### config.mk
export PLATFORM = sky130hd
export DESIGN_NAME = hit_score_tracker
export DESIGN_NICKNAME = d
export VERILOG_FILES = /design/src/rtl/hit_score_tracker_pkg.sv /design/src/rtl/hit_score_tracker_bcd_sat_adder2.sv /design/src/rtl/hit_score_tracker.sv
export SDC_FILE = /design/constraint.sdc
export NUM_CORES = 1
export LEC_CHECK = 0
export CAP_MARGIN = 25
export CORE_MARGIN = 2
export CORE_UTILIZATION = 55
export CTS_CLUSTER_DIAMETER = 50
export CTS_CLUSTER_SIZE = 20
export DETAILED_ROUTE_END_ITERATION = 8
export PLACE_DENSITY = 0.75
export SKIP_CTS_REPAIR_TIMING = 1
export SYNTH_ARGS = -nofsm -noshare
export SYNTH_HDL_FRONTEND = slang
export SYNTH_SLANG_ARGS = --single-unit
### constraint.sdc
create_clock -name clk -period 4.5 [get_ports clk]
set_input_delay 1.35 -clock clk [delete_from_list [all_inputs] [get_ports clk]]
set_output_delay 1.35 -clock clk [all_outputs]
set_load 0.01 [all_outputs]
### src/rtl/hit_score_tracker_pkg.sv
// score_pkg: shared types for the score-event producer and its consumers.
package score_pkg;
  typedef logic [1:0] hit_code_t;
  localparam hit_code_t HIT_NONE = 2'b00;
  localparam hit_code_t HIT_OBS1 = 2'b01;
  localparam hit_code_t HIT_OBS2 = 2'b10;
  localparam hit_code_t HIT_BOTH = 2'b11;
  typedef logic [3:0] bcd_t;
  typedef enum logic [1:0] {IDLE, EMIT, COOLDOWN} state_t;
  function automatic logic [6:0] bcd_value(bcd_t d1, bcd_t d0);
    return 7'(d1) * 7'd10 + 7'(d0);
  endfunction
endpackage

### src/rtl/hit_score_tracker_bcd_sat_adder2.sv
// bcd_sat_adder2: two-digit BCD plus a 2-bit increment, saturating at 99.
module bcd_sat_adder2
  import score_pkg::*;
(
  input  bcd_t       d0_i,
  input  bcd_t       d1_i,
  input  logic [1:0] inc_i,
  output bcd_t       s0_o,
  output bcd_t       s1_o
);
  logic [4:0] u;
  logic [4:0] t;
  logic       c;
  always_comb begin
    u = {1'b0, d0_i} + {3'b0, inc_i};
    c = u > 5'd9;
    t = {1'b0, d1_i} + {4'b0, c};
    s0_o = t > 5'd9 ? 4'd9 : (c ? 4'(u - 5'd10) : u[3:0]);
    s1_o = t > 5'd9 ? 4'd9 : t[3:0];
  end
endmodule

### src/rtl/hit_score_tracker.sv
// hit_score_tracker: per-frame ball/obstacle hit events, BCD score and level flags.
module hit_score_tracker
  import score_pkg::*;
#(
  parameter int COOLDOWN_FRAMES = 4,
  parameter int LEVEL1_TH       = 10,
  parameter int LEVEL2_TH       = 20
) (
  input  logic      clk,
  input  logic      resetN,
  input  logic      startOfFrame,
  input  logic      gameRestart,
  input  logic      ballDR,
  input  logic      obstacle1DR,
  input  logic      obstacle2DR,
  output hit_code_t obstacle_num,
  output bcd_t      scoreDigit0,
  output bcd_t      scoreDigit1,
  output logic      scoreLevel1,
  output logic      scoreLevel2
);
  localparam int CW = COOLDOWN_FRAMES > 0 ? $clog2(COOLDOWN_FRAMES + 1) : 1;
  state_t    state_q, state_d;
  hit_code_t code_q, code_d, hit_q, hit_d, prev_q, prev_d, contact, code_new;
  logic [CW-1:0] cd_q, cd_d;
  bcd_t dig0_q, dig0_d, dig1_q, dig1_d, sum0, sum1;
  assign contact  = {ballDR & obstacle2DR, ballDR & obstacle1DR};
  assign code_new = hit_q & ~prev_q;
  bcd_sat_adder2 u_add (
    .d0_i (dig0_q),
    .d1_i (dig1_q),
    .inc_i(code_q),
    .s0_o (sum0),
    .s1_o (sum1)
  );
  always_comb begin
    hit_d        = (startOfFrame ? HIT_NONE : hit_q) | contact;
    prev_d       = startOfFrame ? hit_q : prev_q;
    state_d      = state_q;
    code_d       = code_q;
    cd_d         = cd_q;
    dig0_d       = dig0_q;
    dig1_d       = dig1_q;
    obstacle_num = HIT_NONE;
    case (state_q)
      IDLE: if (startOfFrame && code_new != HIT_NONE) begin
        state_d = EMIT;
        code_d  = code_new;
      end
      EMIT: begin
        obstacle_num = code_q;
        dig0_d       = sum0;
        dig1_d       = sum1;
        cd_d         = CW'(COOLDOWN_FRAMES);
        state_d      = COOLDOWN_FRAMES > 0 ? COOLDOWN : IDLE;
      end
      COOLDOWN: if (startOfFrame) begin
        cd_d    = cd_q - CW'(1);
        state_d = cd_q == CW'(1) ? IDLE : COOLDOWN;
      end
      default: state_d = IDLE;
    endcase
    // Restart clears state but leaves an in-flight EMIT pulse visible this cycle
    if (gameRestart) begin
      state_d = IDLE;
      code_d  = HIT_NONE;
      hit_d   = HIT_NONE;
      prev_d  = HIT_NONE;
      cd_d    = '0;
      dig0_d  = '0;
      dig1_d  = '0;
    end
  end
  always_ff @(posedge clk or negedge resetN)
    if (!resetN) begin
      state_q <= IDLE;
      code_q  <= HIT_NONE;
      hit_q   <= HIT_NONE;
      prev_q  <= HIT_NONE;
      cd_q    <= '0;
      dig0_q  <= '0;
      dig1_q  <= '0;
    end else begin
      state_q <= state_d;
      code_q  <= code_d;
      hit_q   <= hit_d;
      prev_q  <= prev_d;
      cd_q    <= cd_d;
      dig0_q  <= dig0_d;
      dig1_q  <= dig1_d;
    end
  assign scoreDigit0 = dig0_q;
  assign scoreDigit1 = dig1_q;
  assign scoreLevel1 = bcd_value(dig1_q, dig0_q) >= 7'(LEVEL1_TH);
  assign scoreLevel2 = bcd_value(dig1_q, dig0_q) >= 7'(LEVEL2_TH);
endmodule

; Word level (Yosys, flattened, before mapping)
; Index checks and enable logic that the tools add are counted.
[word_totals]
reg_bits = 19
inputBits = 7
elab_cells = 61
[classes]
n_addsub = 5
mul = 1
magnitude_cmp = 4
eq_ne = 5
muxes = 23
bitwise = 5
n_reduce_logical = 11
[ops]
columns = op, n
row1 = $mux W4, 7
row2 = $mux W2, 12
row3 = $gt A5 B4 Y1 const B, 2
row4 = $reduce_bool A2 Y1, 5
row5 = $add A7 B4 Y7, 1
row6 = $ge A7 B4 Y1 const B, 1
row7 = $ge A7 B5 Y1 const B, 1
row8 = $mul A4 B3 Y6 const B, 1
row9 = $mux W3, 2
row10 = $ne A3 B3 Y1 const B, 2
row11 = $pmux W2 S3, 1
row12 = $pmux W3 S2, 1
row13 = $reduce_and A2 Y1, 3
row14 = $add A4 B1 Y5, 1
row15 = $add A4 B2 Y5, 1
row16 = $sub A4 B4 Y4 const B, 1
row17 = $eq A3 B1 Y1 const B, 1
row18 = $reduce_bool A3 Y1, 1
row19 = $sub A3 B1 Y3 const B, 1
row20 = $and A1 B1 Y1, 2
row21 = $and A2 B2 Y2, 1
row22 = $eq A2 B1 Y1 const B, 1
row23 = $eq A2 B2 Y1 const B, 1
row24 = $logic_not A2 Y1, 1
row25 = 3 further kinds, 3

; Longest topological paths before layout
; Gate-level depths: netlist of run 1.
[logic_depth]
ltp_word = 7
depth_mapped = 14
ltp_nobuf = 14

; Hierarchy
; A second synthesis of run 1 with hierarchy kept.
[unflattened]
cells_unflattened = 186
hier_area_um2 = 1557.7
[by_module_without_submodules]
columns = module, instances, cells_per_inst, area_per_inst_um2, seq_area_each_um2
row1 = hit_score_tracker, 1, 124, 1141.1, 475.5
row2 = bcd_sat_adder2, 1, 62, 416.6, 0.0

; Worst setup path before layout of run 1
; No wires, ideal clock.
[synth_path]
path_type = reg-to-output
startpoint = register dig1_q[1], in the netlist scoreDigit1[1]
endpoint = output scoreLevel2
arrival_time_ns = 2.066
setup_slack_ns = 1.084
path_stages_with_launch = 8
n_path_buf = 0
path_cell_list = dfrtp_1 -> ha_1 -> ha_1 -> fa_1 -> and3_1 -> a21oi_1 -> o22ai_1 -> o21ai_0
[synth_between]
elab_chain_len = 3
[synth_rtl]
columns = element, line
row1 = start: declaration, hit_score_tracker.sv:26  ; bcd_t dig0_q, dig0_d, dig1_q, dig1_d, sum0, sum1;
row2 = start signal: assignment, hit_score_tracker.sv:90  ; dig1_q <= dig1_d;
row3 = $mul A4 B3 Y6, hit_score_tracker_pkg.sv:11  ; return 7'(d1) * 7'd10 + 7'(d0);
row4 = $add A7 B4 Y7, hit_score_tracker_pkg.sv:11
row5 = $ge A7 B5 Y1, hit_score_tracker.sv:95  ; assign scoreLevel2 = bcd_value(dig1_q, dig0_q) >= 7'(LEVEL2_TH);
row6 = end: declaration, hit_score_tracker.sv:20  ; output logic scoreLevel2
; No other way between the ends.

; Final worst setup path of run 1
; Ends and elaborated chain as after synthesis.

==> results.yml, run 1 <==
outcome:
  run_status: "finished, final reports clean"
timing:
  final.setup.worst_slack_ps: 259
  timing.setup.tns_ps: 0
  finalSetupViolCount: 0
  final_critical_period_ps: 4240
  maxClockFrequency_mhz: 236
  finalHoldWorstSlack_ps: 512
  transition_time_at_the_pin_with_the_least_slew_margin_ps: 832
  grt_setup_unrepaired: "no"
  report.final.hold_viol_count: 0
  tightest_slew_margin_relative_to_the_limit_pct: 44.4
  clock-skew-final_ps: 7.88
  min_period_over_period_pct: 94.2
  maxSlewViolCount: 0
clock_network:
  cts-root-to-sink-buffers: 2
  clock-sinks: 19
  cts.clk_slew.worst_paths_ps: 110
  tritoncts_clock_tree: "done"
  ctsHtreeMaxLevel: 1
  clockRootBuffer: "sky130_fd_sc_hd__clkbuf_4"
  number_of_cts_inserted_buffers: 3
  clk-insertion-delay-late_ps: 300
global_routing:
  grt_antenna_before_repair: 0
  grt.total_usage_pct: 19.0
  grt_overflow: 0
  grt.met3_usage_pct: 2.56
  use_met2_pct: 34.3
  globalRoute.busiestLayer: "met2"
  met1_capacity_usage_during_global_routing_pct: 23.0
  grt_pass1_vias: 1179
  pin_count_of_the_biggest_net_entering_global_routing: 23
  grt_pass1_wl_um: 4960
power_and_ir_drop:
  power_per_cell_area_nw_per_um2: 201
  total_leakage_power_nw: 0.758
  worst_ir_drop_vdd_mv: 0.182
job:
  max-cap-violations: 0
detailed_routing:
  drt_initial_violations: 42
  detail_route.wl_per_cell_um: 13.6
  drc: 0
  wirelength_um: 2800
  postRouteAntennaNets: 0
  drtPass1Iterations: 4
  via_count: 1223
  via_to_cell_ratio: 5.94
critical_path:
  critPathKind: "register to output port"
  timing.critical_path.fanout_max: 9
  worstSetupStartpointType: "register"
  critical_path_required_ps: 3150
  critPathArrivalTime_ps: 2890
  worst-r2r-setup-slack_ps: 940
  cp-end-kind: "output port"
synthesis:
  netlist-cell-type-count: 47
  ys_ff_latch: 19
  synthesis.area_per_instance_um2: 9.25
  yosysWarningCount: 0
  share_of_synthesized_cell_area_in_full_adder_half_adder_and_majority_cells_pct: 15.0
  synthCells: 161
  combinational_family_with_the_most_area_after_synthesis: "compound AO/OA/AOI/OAI gates"
  synth_nets: 184
  top_post_synthesis_cells_by_area: "sky130_fd_sc_hd__dfrtp_1, sky130_fd_sc_hd__ha_1, sky130_fd_sc_hd__fa_1"
  yosys.area_share.simple_pct: 18.3
  synthesis.area_um2: 1490
  yosys.area_share.xor_xnor_pct: 2.86
  synth_seq_area_share_pct: 31.9
  top_area_cell_type_share_of_the_netlist_area_pct: 31.9
  synth-compound-area-share_pct: 23.2
  synth_top_area_cell: "sky130_fd_sc_hd__dfrtp_1"
  yosys-mux-area-fraction_pct: 2.69
final_layout:
  net_count_final: 200
  post_route_cells_drive_above_1_share_pct: 7.95
  layout-area-overhead-vs-synth_pct: 13.4
  most_common_cell_after_layout_fill_and_taps_aside: "sky130_fd_sc_hd__dfrtp_1"
  layout.filler_cells: 211
  final_core_utilization_pct: 67.0
  layout_common_cells: "sky130_fd_sc_hd__dfrtp_1, sky130_fd_sc_hd__clkdlybuf4s50_1, sky130_fd_sc_hd__nor2_1, sky130_fd_sc_hd__ha_1, sky130_fd_sc_hd__inv_1"
  antennaDiodeCount: 0
die:
  core_area_um2: 2520
  die_footprint_um2: 3140
  floorplan.rows: 18
  pin_count: 19
  dieHeight_um: 56.0
  initial_utilization_pct: 59.0
  die_w_um: 56.0
place:
  place_congestion: 0.828
  pre_cts_ws_ps: 584
  detailed_placement_hpwl_um: 2140
  port_buffers: 18
hold_path:
  min-delay-path-class: "register to register"
[report_power, final]
part           internal (mW)  leakage, nW  switching [mW]
clock network         0.0331       0.0177          0.0527
registers              0.177        0.261         0.00824
logic                 0.0315        0.479          0.0364
[stage by stage]
stage	total power [mW]	std cells	instance area (µm²)
CTS	0.342	206	1690
floorplan	0.232	161	1490
global route	0.359	206	1690
global placement	0.255	202	1660
finish	0.339	206	1690
detailed placement	0.257	202	1660
[metal layers]
layer | vias to the layer above | part of all wire (%)
li1 | 618 | -
met1 | 575 | 46
met2 | 25 | 50
met3 | 5 | 3.1
met4 | 0 | 1.2
met5 | - | 0
[sequential cells by signal, summed over array words and instances, names as in the netlist]
signal / cells
state_q: 2
scoreDigit0: 4
cd_q: 3
code_q: 2
scoreDigit1: 4
hit_q: 2
prev_q: 2
[synth_stat cells (all sizes together)]
cell,count
dfrtp,19
ha,13
nor2,13
inv,12
a21oi,11
nand2,11
nand2b,6
o21ai,6
clkbuf,5
nand3,5
a311oi,4
a31oi,4
mux2i,4
nand3b,4
xor2,4
a211oi,3
a22oi,3
fa,3
nor2b,3
o31ai,3
a21o,2
a31o,2
a32o,2
and3,2
buf,2
o211ai,2
o22ai,2
a21boi,1
a32oi,1
and2,1
and2b,1
and4,1
nand4,1
nor3b,1
o21bai,1
o221ai,1
o2bb2ai,1
or3,1
[layout make-up]
type / instances / area [µm²] / area share (%)
Clock inverter: 1 / 5.00 / 0.296
Timing Repair Buffer: 18 / 180 / 10.7
Multi-Input combinational cell: 123 / 923 / 54.7
Inverter: 12 / 45.0 / 2.67
Clock buffer: 3 / 22.5 / 1.33
Sequential cell: 19 / 475 / 28.1
Tap cell: 30 / 37.5 / 2.22
[path summary, 6_finish.rpt]
| path | startpoint | end | cells after the start |
|---|---|---|---|
| setup / recovery | scoreDigit1[1]$_DFFE_PN0P_ | scoreLevel2 | 8 |
| hold / removal | code_q[0]$_DFFE_PN0P_ | code_q[0]$_DFFE_PN0P_ | 2 |
| setup reg to reg | scoreDigit0[0]$_DFFE_PN0P_ | scoreDigit1[1]$_DFFE_PN0P_ | 14 |
| hold reg to reg | code_q[0]$_DFFE_PN0P_ | code_q[0]$_DFFE_PN0P_ | 2 |
| max in group asynchronous | resetN | scoreDigit1[0]$_DFFE_PN0P_ | 1 |
| min in group asynchronous | resetN | scoreDigit0[2]$_DFFE_PN0P_ | 1 |
[cells by family after synthesis]
| group | count (synthesis) |
|---|---|
| compound gates | 49 |
| xor+xnor | 4 |
| fa+ha+maj | 16 |
| buf+inv | 19 |
| flops | 19 |
| mux | 4 |
| simple gates | 50 |
[worst max-delay path, stage by stage (launching register included)]
cell and delay [ps]:
sky130_fd_sc_hd__dfrtp_1 500, sky130_fd_sc_hd__ha_1 350, sky130_fd_sc_hd__ha_1 210, sky130_fd_sc_hd__fa_1 490, sky130_fd_sc_hd__and3_1 170, sky130_fd_sc_hd__a21oi_1 70
sky130_fd_sc_hd__o22ai_1 210, sky130_fd_sc_hd__o21ai_0 110, sky130_fd_sc_hd__clkdlybuf4s50_1 490
Note: power is estimated with default switching activity, not from simulation.
==> run 2, diff against run 1 <==
- CAP_MARGIN: 25 -> 20
==> results of run 2 <==
Final layout, timing and power as in run 1 (identical DEF).
